`src/rtl/hc_sr04_bin2bcd_pkg.sv`:
```
// Shared HC-SR04 definitions: range limit, distance width, BCD digit count
// and the one-hot state encoding used by the binary-to-BCD converter.
// Purely declarative; no logic, no latency, no backpressure.
package hc_sr04_bin2bcd_pkg;

  // Largest distance the sensor reports as valid, in cm.
  localparam int HC_MAX_RANGE = 400;
  // Width of the binary distance word.
  localparam int HC_DST_SZ    = $clog2(HC_MAX_RANGE);
  // BCD digits needed to hold HC_MAX_RANGE.
  localparam int HC_DIG_NUM   = 3;

  // One-hot so that any corrupted state is trivially detectable.
  typedef enum logic [3:0] {
    ST_IDLE  = 4'b0001,
    ST_ADJ   = 4'b0010,
    ST_SHIFT = 4'b0100,
    ST_DONE  = 4'b1000
  } bcd_state_t;

  // Counter width able to hold the value n.
  function automatic int cnt_width(input int n);
    return $clog2(n + 1);
  endfunction

endpackage

```
`src/rtl/hc_sr04_bin2bcd_if.sv`:
```
// Request/result bundle between the ranging FSM and the BCD converter.
// Latency and backpressure are defined by the converter; o_busy is the only stall indication.
// Ports: i_start/i_bin (request), o_bcd/o_done/o_busy/o_ovr (result/status).
interface hc_sr04_bin2bcd_if
  import hc_sr04_bin2bcd_pkg::*;
#(
  parameter int DST_SZ  = HC_DST_SZ,
  parameter int DIG_NUM = HC_DIG_NUM
) ();

  logic                   i_start;
  logic [DST_SZ-1:0]      i_bin;
  logic [4*DIG_NUM-1:0]   o_bcd;
  logic                   o_done;
  logic                   o_busy;
  logic                   o_ovr;

  // Requester side (ranging FSM / testbench).
  modport master (
    output i_start, i_bin,
    input  o_bcd, o_done, o_busy, o_ovr
  );

  // Converter side.
  modport slave (
    input  i_start, i_bin,
    output o_bcd, o_done, o_busy, o_ovr
  );

endinterface

```
`src/rtl/hc_sr04_bin2bcd_add3.sv`:
```
// Double-dabble digit correction: adds 3 to a BCD digit that is 5 or more.
// Purely combinational, zero latency, no backpressure.
// Ports: i_dig (4-bit digit in), o_dig (corrected digit out, wraps in 4 bits).
module hc_sr04_add3 (
  input  logic [3:0] i_dig,
  output logic [3:0] o_dig
);

  assign o_dig = (i_dig >= 4'd5) ? (i_dig + 4'd3) : i_dig;

endmodule

```
`src/rtl/hc_sr04_bin2bcd.sv`:
```
// Sequential binary-to-BCD converter (shift-add-3), one bit per ADJ+SHIFT pair, MSB first.
// Latency: result and done pulse 2*DST_SZ+1 edges after the accepting edge.
// Backpressure: o_busy high while converting; starts seen outside IDLE are dropped, not queued.
// Ports: clk, rst_n (async active-low); bus = slave side of hc_sr04_bin2bcd_if.
module hc_sr04_bin2bcd
  import hc_sr04_bin2bcd_pkg::*;
#(
  parameter int MAX_RANGE = HC_MAX_RANGE,
  parameter int DST_SZ    = $clog2(MAX_RANGE),
  parameter int DIG_NUM   = HC_DIG_NUM
) (
  input  logic            clk,
  input  logic            rst_n,
  hc_sr04_bin2bcd_if.slave bus
);

  localparam int BCD_SZ = 4 * DIG_NUM;
  localparam int CNT_SZ = cnt_width(DST_SZ);

  localparam logic [DST_SZ-1:0] MAX_BIN  = DST_SZ'(MAX_RANGE);
  localparam logic [CNT_SZ-1:0] CNT_LOAD = CNT_SZ'(DST_SZ);
  localparam logic [CNT_SZ-1:0] CNT_ONE  = CNT_SZ'(1);

  bcd_state_t          r_state;
  bcd_state_t          w_state_nxt;

  logic [BCD_SZ-1:0]   r_scratch;
  logic [BCD_SZ-1:0]   w_scratch_adj;
  logic [DST_SZ-1:0]   r_bin;
  logic [CNT_SZ-1:0]   r_cnt;
  logic [BCD_SZ-1:0]   r_bcd;
  logic                r_done;
  logic                r_busy;
  logic                r_ovr;

  logic                w_over;
  logic                w_last;

  assign w_over = (bus.i_start == 1'b1) && (bus.i_bin > MAX_BIN);
  // The shift that consumes the final binary bit is the one that takes the counter to 0.
  assign w_last = (r_cnt == CNT_ONE);

  // One add-3 corrector per BCD digit.
  for (genvar g = 0; g < DIG_NUM; g++) begin : g_add3
    hc_sr04_add3 u_add3 (
      .i_dig (r_scratch[4*g +: 4]),
      .o_dig (w_scratch_adj[4*g +: 4])
    );
  end

  // State register.
  always_ff @(posedge clk or negedge rst_n) begin
    if (!rst_n) begin
      r_state <= ST_IDLE;
    end else begin
      r_state <= w_state_nxt;
    end
  end

  // Next-state logic; any non-one-hot value falls back to IDLE.
  always_comb begin
    w_state_nxt = ST_IDLE;
    case (r_state)
      ST_IDLE:  w_state_nxt = bus.i_start ? ST_ADJ : ST_IDLE;
      ST_ADJ:   w_state_nxt = ST_SHIFT;
      ST_SHIFT: w_state_nxt = w_last ? ST_DONE : ST_ADJ;
      ST_DONE:  w_state_nxt = ST_IDLE;
      default:  w_state_nxt = ST_IDLE;
    endcase
  end

  // Datapath and registered outputs.
  always_ff @(posedge clk or negedge rst_n) begin
    if (!rst_n) begin
      r_scratch <= '0;
      r_bin     <= '0;
      r_cnt     <= '0;
      r_bcd     <= '0;
      r_done    <= 1'b0;
      r_busy    <= 1'b0;
      r_ovr     <= 1'b0;
    end else begin
      case (r_state)
        ST_IDLE: begin
          if (bus.i_start) begin
            // Out-of-range readings are clamped so the display shows the range limit.
            r_bin     <= w_over ? MAX_BIN : bus.i_bin;
            r_ovr     <= w_over;
            r_scratch <= '0;
            r_cnt     <= CNT_LOAD;
          end
        end
        ST_ADJ: begin
          r_scratch <= w_scratch_adj;
        end
        ST_SHIFT: begin
          {r_scratch, r_bin} <= {r_scratch[BCD_SZ-2:0], r_bin, 1'b0};
          r_cnt              <= r_cnt - CNT_ONE;
        end
        ST_DONE: begin
          r_bcd <= r_scratch;
        end
        default: begin
          // Corrupted state: drop the conversion in flight, keep the last result.
          r_scratch <= '0;
          r_bin     <= '0;
          r_cnt     <= '0;
        end
      endcase

      r_done <= (r_state == ST_DONE);
      // Tracks the state being entered so busy is high exactly in ADJ/SHIFT/DONE.
      r_busy <= (w_state_nxt != ST_IDLE);
    end
  end

  assign bus.o_bcd  = r_bcd;
  assign bus.o_done = r_done;
  assign bus.o_busy = r_busy;
  assign bus.o_ovr  = r_ovr;

endmodule

```
`src/flat_wrapper.sv`:
```
// flat-port wrapper written by rule: the top's interface ports become plain ports
module hc_sr04_bin2bcd_flat import hc_sr04_bin2bcd_pkg::*;
#(
  parameter int MAX_RANGE = HC_MAX_RANGE,
  parameter int DST_SZ    = $clog2(MAX_RANGE),
  parameter int DIG_NUM   = HC_DIG_NUM
)
  (clk, rst_n, bus_i_start, bus_i_bin, bus_o_bcd, bus_o_done, bus_o_busy, bus_o_ovr);
  hc_sr04_bin2bcd_if #(.DST_SZ(DST_SZ), .DIG_NUM(DIG_NUM)) bus_i ();
  input  logic clk;
  input  logic rst_n;
  input wire logic [$bits(bus_i.i_start)-1:0] bus_i_start;
  input wire logic [$bits(bus_i.i_bin)-1:0] bus_i_bin;
  output wire logic [$bits(bus_i.o_bcd)-1:0] bus_o_bcd;
  output wire logic [$bits(bus_i.o_done)-1:0] bus_o_done;
  output wire logic [$bits(bus_i.o_busy)-1:0] bus_o_busy;
  output wire logic [$bits(bus_i.o_ovr)-1:0] bus_o_ovr;
  assign bus_i.i_start = bus_i_start;
  assign bus_i.i_bin = bus_i_bin;
  assign bus_o_bcd = bus_i.o_bcd;
  assign bus_o_done = bus_i.o_done;
  assign bus_o_busy = bus_i.o_busy;
  assign bus_o_ovr = bus_i.o_ovr;
  hc_sr04_bin2bcd #(.MAX_RANGE(MAX_RANGE), .DST_SZ(DST_SZ), .DIG_NUM(DIG_NUM)) u_core (.clk(clk), .rst_n(rst_n), .bus(bus_i));
endmodule
```
`config.mk`:
```
export PLATFORM = sky130hd
export DESIGN_NAME = hc_sr04_bin2bcd_flat
export DESIGN_NICKNAME = d
export VERILOG_FILES = /design/src/rtl/hc_sr04_bin2bcd_pkg.sv /design/src/rtl/hc_sr04_bin2bcd_if.sv /design/src/rtl/hc_sr04_bin2bcd_add3.sv /design/src/rtl/hc_sr04_bin2bcd.sv /design/src/flat_wrapper.sv
export SDC_FILE = /design/constraint.sdc
export NUM_CORES = 1
export LEC_CHECK = 0
export ABC_CLOCK_PERIOD_IN_PS = 1720
export BUFFER_PORTS_ARGS = -buffer_cell sky130_fd_sc_hd__buf_2
export CAP_MARGIN = 30
export CORE_MARGIN = 5
export CORE_UTILIZATION = 52
export DETAILED_ROUTE_END_ITERATION = 12
export MAX_ROUTING_LAYER = met4
export PLACE_DENSITY = 0.75
export SYNTH_ARGS = -nofsm -noshare
export SYNTH_HDL_FRONTEND = slang
export SYNTH_SLANG_ARGS = --single-unit
```
`constraint.sdc`:
```
create_clock -name clk -period 1.72 [get_ports clk]
set_input_delay 0.086 -clock clk [delete_from_list [all_inputs] [get_ports clk]]
set_output_delay 0.086 -clock clk [all_outputs]
set_load 0.005 [all_outputs]
```
==> results of run 1 <==
-- power groups by stage --
stage               combinational [mW]  sequential [mW]  clock (mW)
floorplan                         1.02             1.51           0
global route                      2.14             1.55       0.739
CTS                               1.70             1.50       0.694
detailed placement                1.69             1.52           0
global placement                  1.64             1.51           0
finish                            1.93             1.51       0.677
-- layout make-up --
| cell class | instances | area share |
|---|---|---|
| multi-input cells | 130 | 0.378 |
| flip-flops and latches | 44 | 0.394 |
| well taps | 50 | 0.0223 |
| repair buffers | 62 | 0.154 |
| clock buffers | 7 | 0.0344 |
| inverters | 13 | 0.0174 |
-- cell usage after synthesis, types with 2 or more instances --
cell | instances | area, um^2
inv_1 | 13 | 48.8
dfrtp_1 | 43 | 1080
a32o_2 | 2 | 22.5
o21ai_0 | 10 | 50.1
a22o_1 | 6 | 52.6
nand2_1 | 5 | 18.8
o22a_1 | 2 | 17.5
a22oi_1 | 10 | 75.1
buf_6 | 2 | 22.5
mux2i_1 | 3 | 30.0
a21o_1 | 4 | 30.0
clkbuf_1 | 4 | 15.0
o32ai_1 | 3 | 26.3
nand3_1 | 2 | 10.0
mux2_2 | 14 | 158
nor2_1 | 16 | 60.1
o22ai_1 | 4 | 25.0
a21oi_1 | 11 | 55.1
o31ai_1 | 2 | 15.0
nand2b_1 | 2 | 12.5
or3_1 | 2 | 12.5
ha_1 | 8 | 100
buf_2 | 2 | 10.0
-- timing repair --
item | CTS | global route
hold buffers | 1 | 0
endpoints found under the setup margin | 2 | 24
setup buffers | 0 | 3
gates cloned | 0 | 1
pin swaps | 0 | 2
endpoints found under the hold margin | 43 | 0
gates resized for setup | 0 | 23
-- worst max-delay path, stage by stage (launching register included) --
cell and delay [ns]:
dfstp_2 0.58, or3b_4 0.41, a21oi_4 0.18, buf_6 0.14, a21oi_4 0.05, mux2_2 0.29
-- metrics by stage --
step                      power [mW]  setup TNS [ns]
after floorplan                 2.53               0
after global placement          3.14               0
after detailed placement        3.21        -0.00529
after CTS                       3.90         -0.0410
after global routing            4.43          -0.567
final                           4.12          -0.113
-- cells in the final DEF, fill, tap and decap left out, types with 2 or more instances in the layout --
cell      netlist  layout
dfrtp_1        43      42
nand2b_1        2       2
a22oi_1        10      10
a21o_1          4       4
ha_1            8       8
a32o_2          2       2
buf_4           0      27
a22o_1          6       6
a21oi_1        11       9
clkbuf_8        0       7
nor4b_2         1       2
nand3_1         2       2
buf_2           2      26
o22ai_1         4       4
o21ai_0        10      10
nor2_1         16      13
o22a_1          2       2
inv_1          13      12
nand2_1         5       5
mux2_2         14      14
o32ai_1         3       2
a21oi_4         1       4
o31ai_1         2       2
nor2_2          0       3
mux2i_1         3       3
buf_6           2       8
-- flip-flops by register name (all words and copies together), names as in the netlist --
signal / count
u_core.bus.o_done: 1
u_core.r_cnt: 4
u_core.bus.o_ovr: 1
u_core.r_scratch: 12
u_core.r_bin: 9
u_core.bus.o_busy: 1
u_core.r_state: 4
u_core.bus.o_bcd: 12
-- layer usage --
metal,wire [um],up-vias
li1,-,834
met1,2110,840
met2,2380,27
met3,136,5
met4,45,0
met5,0,-
-- cells by family after synthesis --
logic type                 Yosys count
muxes                               18
buffers and inverters               21
AOI/OAI and AO/OA                   61
adders and majority gates            8
xor gates and xnor gates             2
and+or+nand+nor                     41
DFF                                 44
-- worst min path at each step --
stage	from	endpoint	slack, ns	cells past startpoint
after floorplan	rst_n	u_core.bus.o_bcd[0]$_DFFE_PN0P_	-0.21	0
after global placement	rst_n	u_core.bus.o_bcd[0]$_DFFE_PN0P_	0.20	2
after detailed placement	rst_n	u_core.bus.o_bcd[1]$_DFFE_PN0P_	0.20	2
after CTS	bus_i_bin[0]	u_core.r_bin[0]$_DFFE_PN0P_	0.05	2
after global routing	bus_i_bin[0]	u_core.r_bin[0]$_DFFE_PN0P_	0.04	2
final	bus_i_bin[0]	u_core.r_bin[0]$_DFFE_PN0P_	0.05	2
==> flow_metrics.py, run 1 <==
metrics = {
    "setup_path": {
        "reg2reg_to": "u_core.r_scratch[9]$_DFFE_PN0P_",
        "startpoint_type": "flop",
        "r2r_start": "u_core.r_state[0]$_DFF_PN1_",
        "required_ns": 1.89,
        "crit_type": "flop to flop",
        "reg2reg_slack_ns": -0.04,
        "end_kind": "flop",
        "crit_arrival_ns": 1.93,
        "ff2ff_path_depth": 5,
        "cp_max_fo": 7,
        "critPathCapture": "u_core.r_scratch[9]$_DFFE_PN0P_",
        "crit_start": "u_core.r_state[0]$_DFF_PN1_",
    },
    "global_route": {
        "track_usage": 0.182,
        "grtUsageMet1": 0.230,
        "grt_max_degree": 45,
        "grt_pass1_vias": 1690,
        "antenna_found_initial": 0,
        "grt_use_met3": 0.0294,
        "grt_remaining_overflow": 0,
        "grt_use_met2": 0.302,
        "grt_pass1_wl_mm": 7.61,
        "top_usage_layer": "met2",
    },
    "sta": {
        "clock.fmax_mhz": 568,
        "fin_crit_ns": 1.76,
        "setup_violations": 3,
        "fin_worst_skew_ns": 0.00300,
        "slew_violations": 0,
        "holdWs_ns": 0.0528,
        "tightest_slew_ns": 0.555,
        "post-route-period-util": 1.02,
        "rsz0062_at_grt": "yes",
        "finalHoldViolations": 0,
        "slew_headroom": 0.630,
        "setup_slack_ns": -0.0413,
    },
    "pwr": {
        "power.switching_mw": 1.43,
        "pwr_density_cell_mw_per_mm2": 1470,
        "p_leak_nw": 1.38,
        "seq_power_share": 0.366,
        "clockPowerShare": 0.164,
        "swShare": 0.346,
        "intPower_mw": 2.69,
        "pwr-share-comb": 0.470,
        "vdd_ir_drop_max_mv": 0.888,
    },
    "route": {
        "drc": 0,
        "postRouteAntennaNets": 0,
        "drt_iter0_markers": 97,
        "drt_first_pass_iters": 4,
        "via_per_inst": 5.58,
        "wl_per_cell_um": 15.3,
        "vias": 1706,
        "totalWireLength_mm": 4.67,
    },
    "place": {
        "place_hpwl_mm": 3.30,
        "pre_cts_slack_ns": -0.00382,
        "placed_cells": 294,
        "dpl_cell_area_mm2": 0.00258,
        "place.gp.congestion": 0.817,
        "portBuffers": 26,
    },
    "floorplanning": {
        "core-area_mm2": 0.00406,
        "io_pins": 27,
        "die_h_um": 75.0,
        "die_width_um": 75.0,
        "row_count": 23,
        "start_util": 0.542,
        "dieArea_mm2": 0.00563,
    },
    "run_status": {
        "status": "finished with violations",
        "failed_checks": "setup timing",
    },
    "logic_synthesis": {
        "synthCells": 195,
        "synth_xor_area_frac": 0.00797,
        "synth.ff_latch_count": 44,
        "async_flop_share": 1.00,
        "synth_top_flop_cell": "dfrtp_1",
        "synth_fp_nets": 215,
        "ys_warn_count": 0,
        "ys_types": 48,
        "synth.cell_area_mm2": 0.00220,
        "yosys.area_share.simple": 0.112,
        "synth-edff-count": 0,
        "synth_fa_ha_area_frac": 0.0455,
        "synth_mux_area_frac": 0.0922,
        "synth_top_family_by_area": "compound AO/OA/AOI/OAI gates",
        "synth_compound_area_frac": 0.197,
        "syn_avg_cell_area_um2": 11.3,
        "ys_seq_area_frac": 0.501,
    },
    "finish": {
        "multiInputGateArea_mm2": 0.00106,
        "fin_nets": 276,
        "fin_area_mm2": 0.00280,
        "antenna_cells": 0,
        "regArea_mm2": 0.00110,
        "utilization": 0.691,
        "final_layout_size_suffix_gt1_frac": 0.414,
        "area_growth_pct": 27.5,
        "fill_cells": 297,
        "fin_cells": 306,
    },
    "clocking": {
        "tritoncts": "done",
        "clockRootBuffer": "clkbuf_8",
        "clk_pin_slew_worst_paths_ns": 0.08,
        "clk-insertion-delay-late_ns": 0.28,
        "cts_made_buffers": 5,
        "h-tree-depth": 2,
        "clockBufferDepth": 2,
        "clock_sinks": 44,
    },
    "job": {
        "maxCapViolCount": 0,
    },
    "hold_path": {
        "hold_path_class": "input port to flop",
    },
}
No activity file was read; power rests on OpenSTA's default activity.
==> inputs of run 2 (changes only) <==
--- a/config.mk
+++ b/config.mk
@@ -12,7 +12,7 @@
 export CORE_UTILIZATION = 52
 export DETAILED_ROUTE_END_ITERATION = 12
 export MAX_ROUTING_LAYER = met4
-export PLACE_DENSITY = 0.75
+export PLACE_DENSITY = 0.79
 export SYNTH_ARGS = -nofsm -noshare
 export SYNTH_HDL_FRONTEND = slang
 export SYNTH_SLANG_ARGS = --single-unit
==> run 2 against run 1 <==
The flow still finishes with violations (setup timing). Core utilization rose by 1.4 points. Setup slack gained 0.021 ns. Critical path depth decreased by 1. Clock power decreased by 8.1%. Worst hold slack got worse by 0.017 ns. Via count is 4.6% higher. Sequential share of layout area down 0.79 points. Highest routed layer unchanged.
==> flow_metrics.py, run 2 (synthesis results as in run 1) <==
metrics = {
    "run_status": {
        "status": "finished with violations",
        "failed_checks": "setup timing",
    },
    "finish": {
        "fin_area_mm2": 0.00286,
        "mostFrequentLayoutCells": "42 x dfrtp_1, 32 x buf_4, 26 x buf_2",
        "layout_commonest_cell": "dfrtp_1",
        "antenna_cells": 0,
        "utilization": 0.705,
        "final_layout_size_suffix_gt1_frac": 0.452,
        "area_growth_pct": 30.2,
        "fin_nets": 280,
    },
    "place": {
        "place_hpwl_mm": 3.38,
        "portBuffers": 26,
        "dpl_cell_area_mm2": 0.00260,
        "place.gp.congestion": 0.805,
    },
    "global_route": {
        "grt_remaining_overflow": 0,
        "grt_pass1_vias": 1714,
        "antenna_found_initial": 0,
        "grt_max_degree": 25,
        "grt_pass1_wl_mm": 7.90,
        "track_usage": 0.190,
    },
    "setup_path": {
        "path_delay_family": "flip-flops",
        "startpoint_type": "flop",
        "crit_arrival_ns": 1.93,
        "cp_max_fo": 6,
        "required_ns": 1.91,
        "path_buf_inv": 1,
        "slowest_stage": "dfstp_2",
        "end_kind": "flop",
        "crit_type": "flop to flop",
        "critical-path-max-stage-delay_ns": 0.58,
        "path_cells": "or3b_4 > o32a_1 > buf_4 > o22a_1",
    },
    "route": {
        "drt_first_pass_iters": 4,
        "totalWireLength_mm": 4.74,
        "vias": 1784,
        "wl_per_cell_um": 15.2,
        "postRouteAntennaNets": 0,
        "drt_iter0_markers": 108,
        "drc": 0,
        "via_per_inst": 5.74,
    },
    "sta": {
        "rsz0062_at_grt": "yes",
        "fin_crit_ns": 1.74,
        "fin_worst_skew_ns": 0.0106,
        "post-route-period-util": 1.01,
        "setup_violations": 2,
        "clock.fmax_mhz": 575,
        "tightest_slew_ns": 0.484,
        "finalHoldViolations": 0,
        "slew_violations": 0,
        "setup_slack_ns": -0.0202,
        "slew_headroom": 0.677,
    },
    "clocking": {
        "h-tree-depth": 2,
        "tritoncts": "done",
        "cts_made_buffers": 5,
        "clock_sinks": 44,
        "clk_pin_slew_worst_paths_ns": 0.08,
        "clockBufferDepth": 2,
        "clk-insertion-delay-late_ns": 0.30,
        "clockRootBuffer": "clkbuf_8",
    },
    "floorplanning": {
        "die_h_um": 75.0,
        "start_util": 0.542,
        "row_count": 23,
        "dieArea_mm2": 0.00563,
        "io_pins": 27,
        "die_width_um": 75.0,
        "core-area_mm2": 0.00406,
    },
    "pwr": {
        "pwr_density_cell_mw_per_mm2": 1460,
        "vdd_ir_drop_max_mv": 0.897,
        "p_leak_nw": 1.40,
    },
    "job": {
        "maxCapViolCount": 0,
    },
    "hold_path": {
        "hold_path_class": "input port to flop",
    },
}
## run 2: cell types whose count changed in the layout (fill, tap and decap cells not counted), sizes merged
cell    change
clkinv      +1
buf         +4
## run 2: layer usage
layer | vias up | GRT usage | wire length, um | share of wire
met2 | 39 | 0.310 | 2440 | 0.52
met5 | - | - | 0 | 0
li1 | 847 | - | - | -
met1 | 888 | 0.230 | 2020 | 0.43
met3 | 10 | 0.0467 | 196 | 0.041
met4 | 0 | 0.0613 | 78 | 0.016
## run 2: cell type report
cell class	count	area, um^2
Inverter	13	48.8
Multi-Input combinational cell	130	1100
Timing Repair Buffer	66	468
Clock inverter	1	5.00
Sequential cell	44	1100
Tap cell	50	62.6
Clock buffer	7	76.3
Fill cell	297	1200
## run 2: final timing paths
kind                                                    from  cells past startpoint                               to  slack (ns)
worst max-delay path             u_core.r_state[0]$_DFF_PN1_                      4      u_core.r_cnt[0]$_DFFE_PN0P_       -0.02
worst min-delay path                            bus_i_bin[0]                      2      u_core.r_bin[0]$_DFFE_PN0P_        0.04
worst max register to register   u_core.r_state[0]$_DFF_PN1_                      4      u_core.r_cnt[0]$_DFFE_PN0P_       -0.02
worst min register to register  u_core.bus.o_ovr$_DFFE_PN0P_                      2     u_core.bus.o_ovr$_DFFE_PN0P_        0.48
max in group asynchronous                              rst_n                      3  u_core.bus.o_bcd[6]$_DFFE_PN0P_        0.95
min in group asynchronous                              rst_n                      2      u_core.bus.o_busy$_DFF_PN0_        0.28
## run 2: where the power goes
part           switching [mW]  internal (mW)
Combinational           0.937           1.09
Sequential              0.234           1.31
Clock                   0.337          0.285
## run 2: timing repair
action,CTS,global route
cloned,0,1
pin swaps,1,10
setup buffers,2,6
setup endpoints to repair,11,25
gates resized for setup,5,27
hold buffers,1,0
endpoints found under the hold margin,19,0
## run 2: through the flow
stage | instances | hold slack, ns | power [mW] | TNS [ns] | setup WS, ns
6_report | 311 | 0.0353 | 4.19 | -0.0308 | -0.0202
5_1_grt | 311 | 0.0308 | 4.49 | -0.878 | -0.0716
4_1_cts | 305 | 0.0276 | 3.89 | -0.0685 | -0.0302
3_5_place_dp | 294 | 0.0721 | 3.22 | -0.243 | -0.0527
3_3_place_gp | 294 | 0.0762 | 3.14 | -0.00438 | -0.00438
2_1_floorplan | 195 | -0.210 | 2.53 | 0 | 0.0127
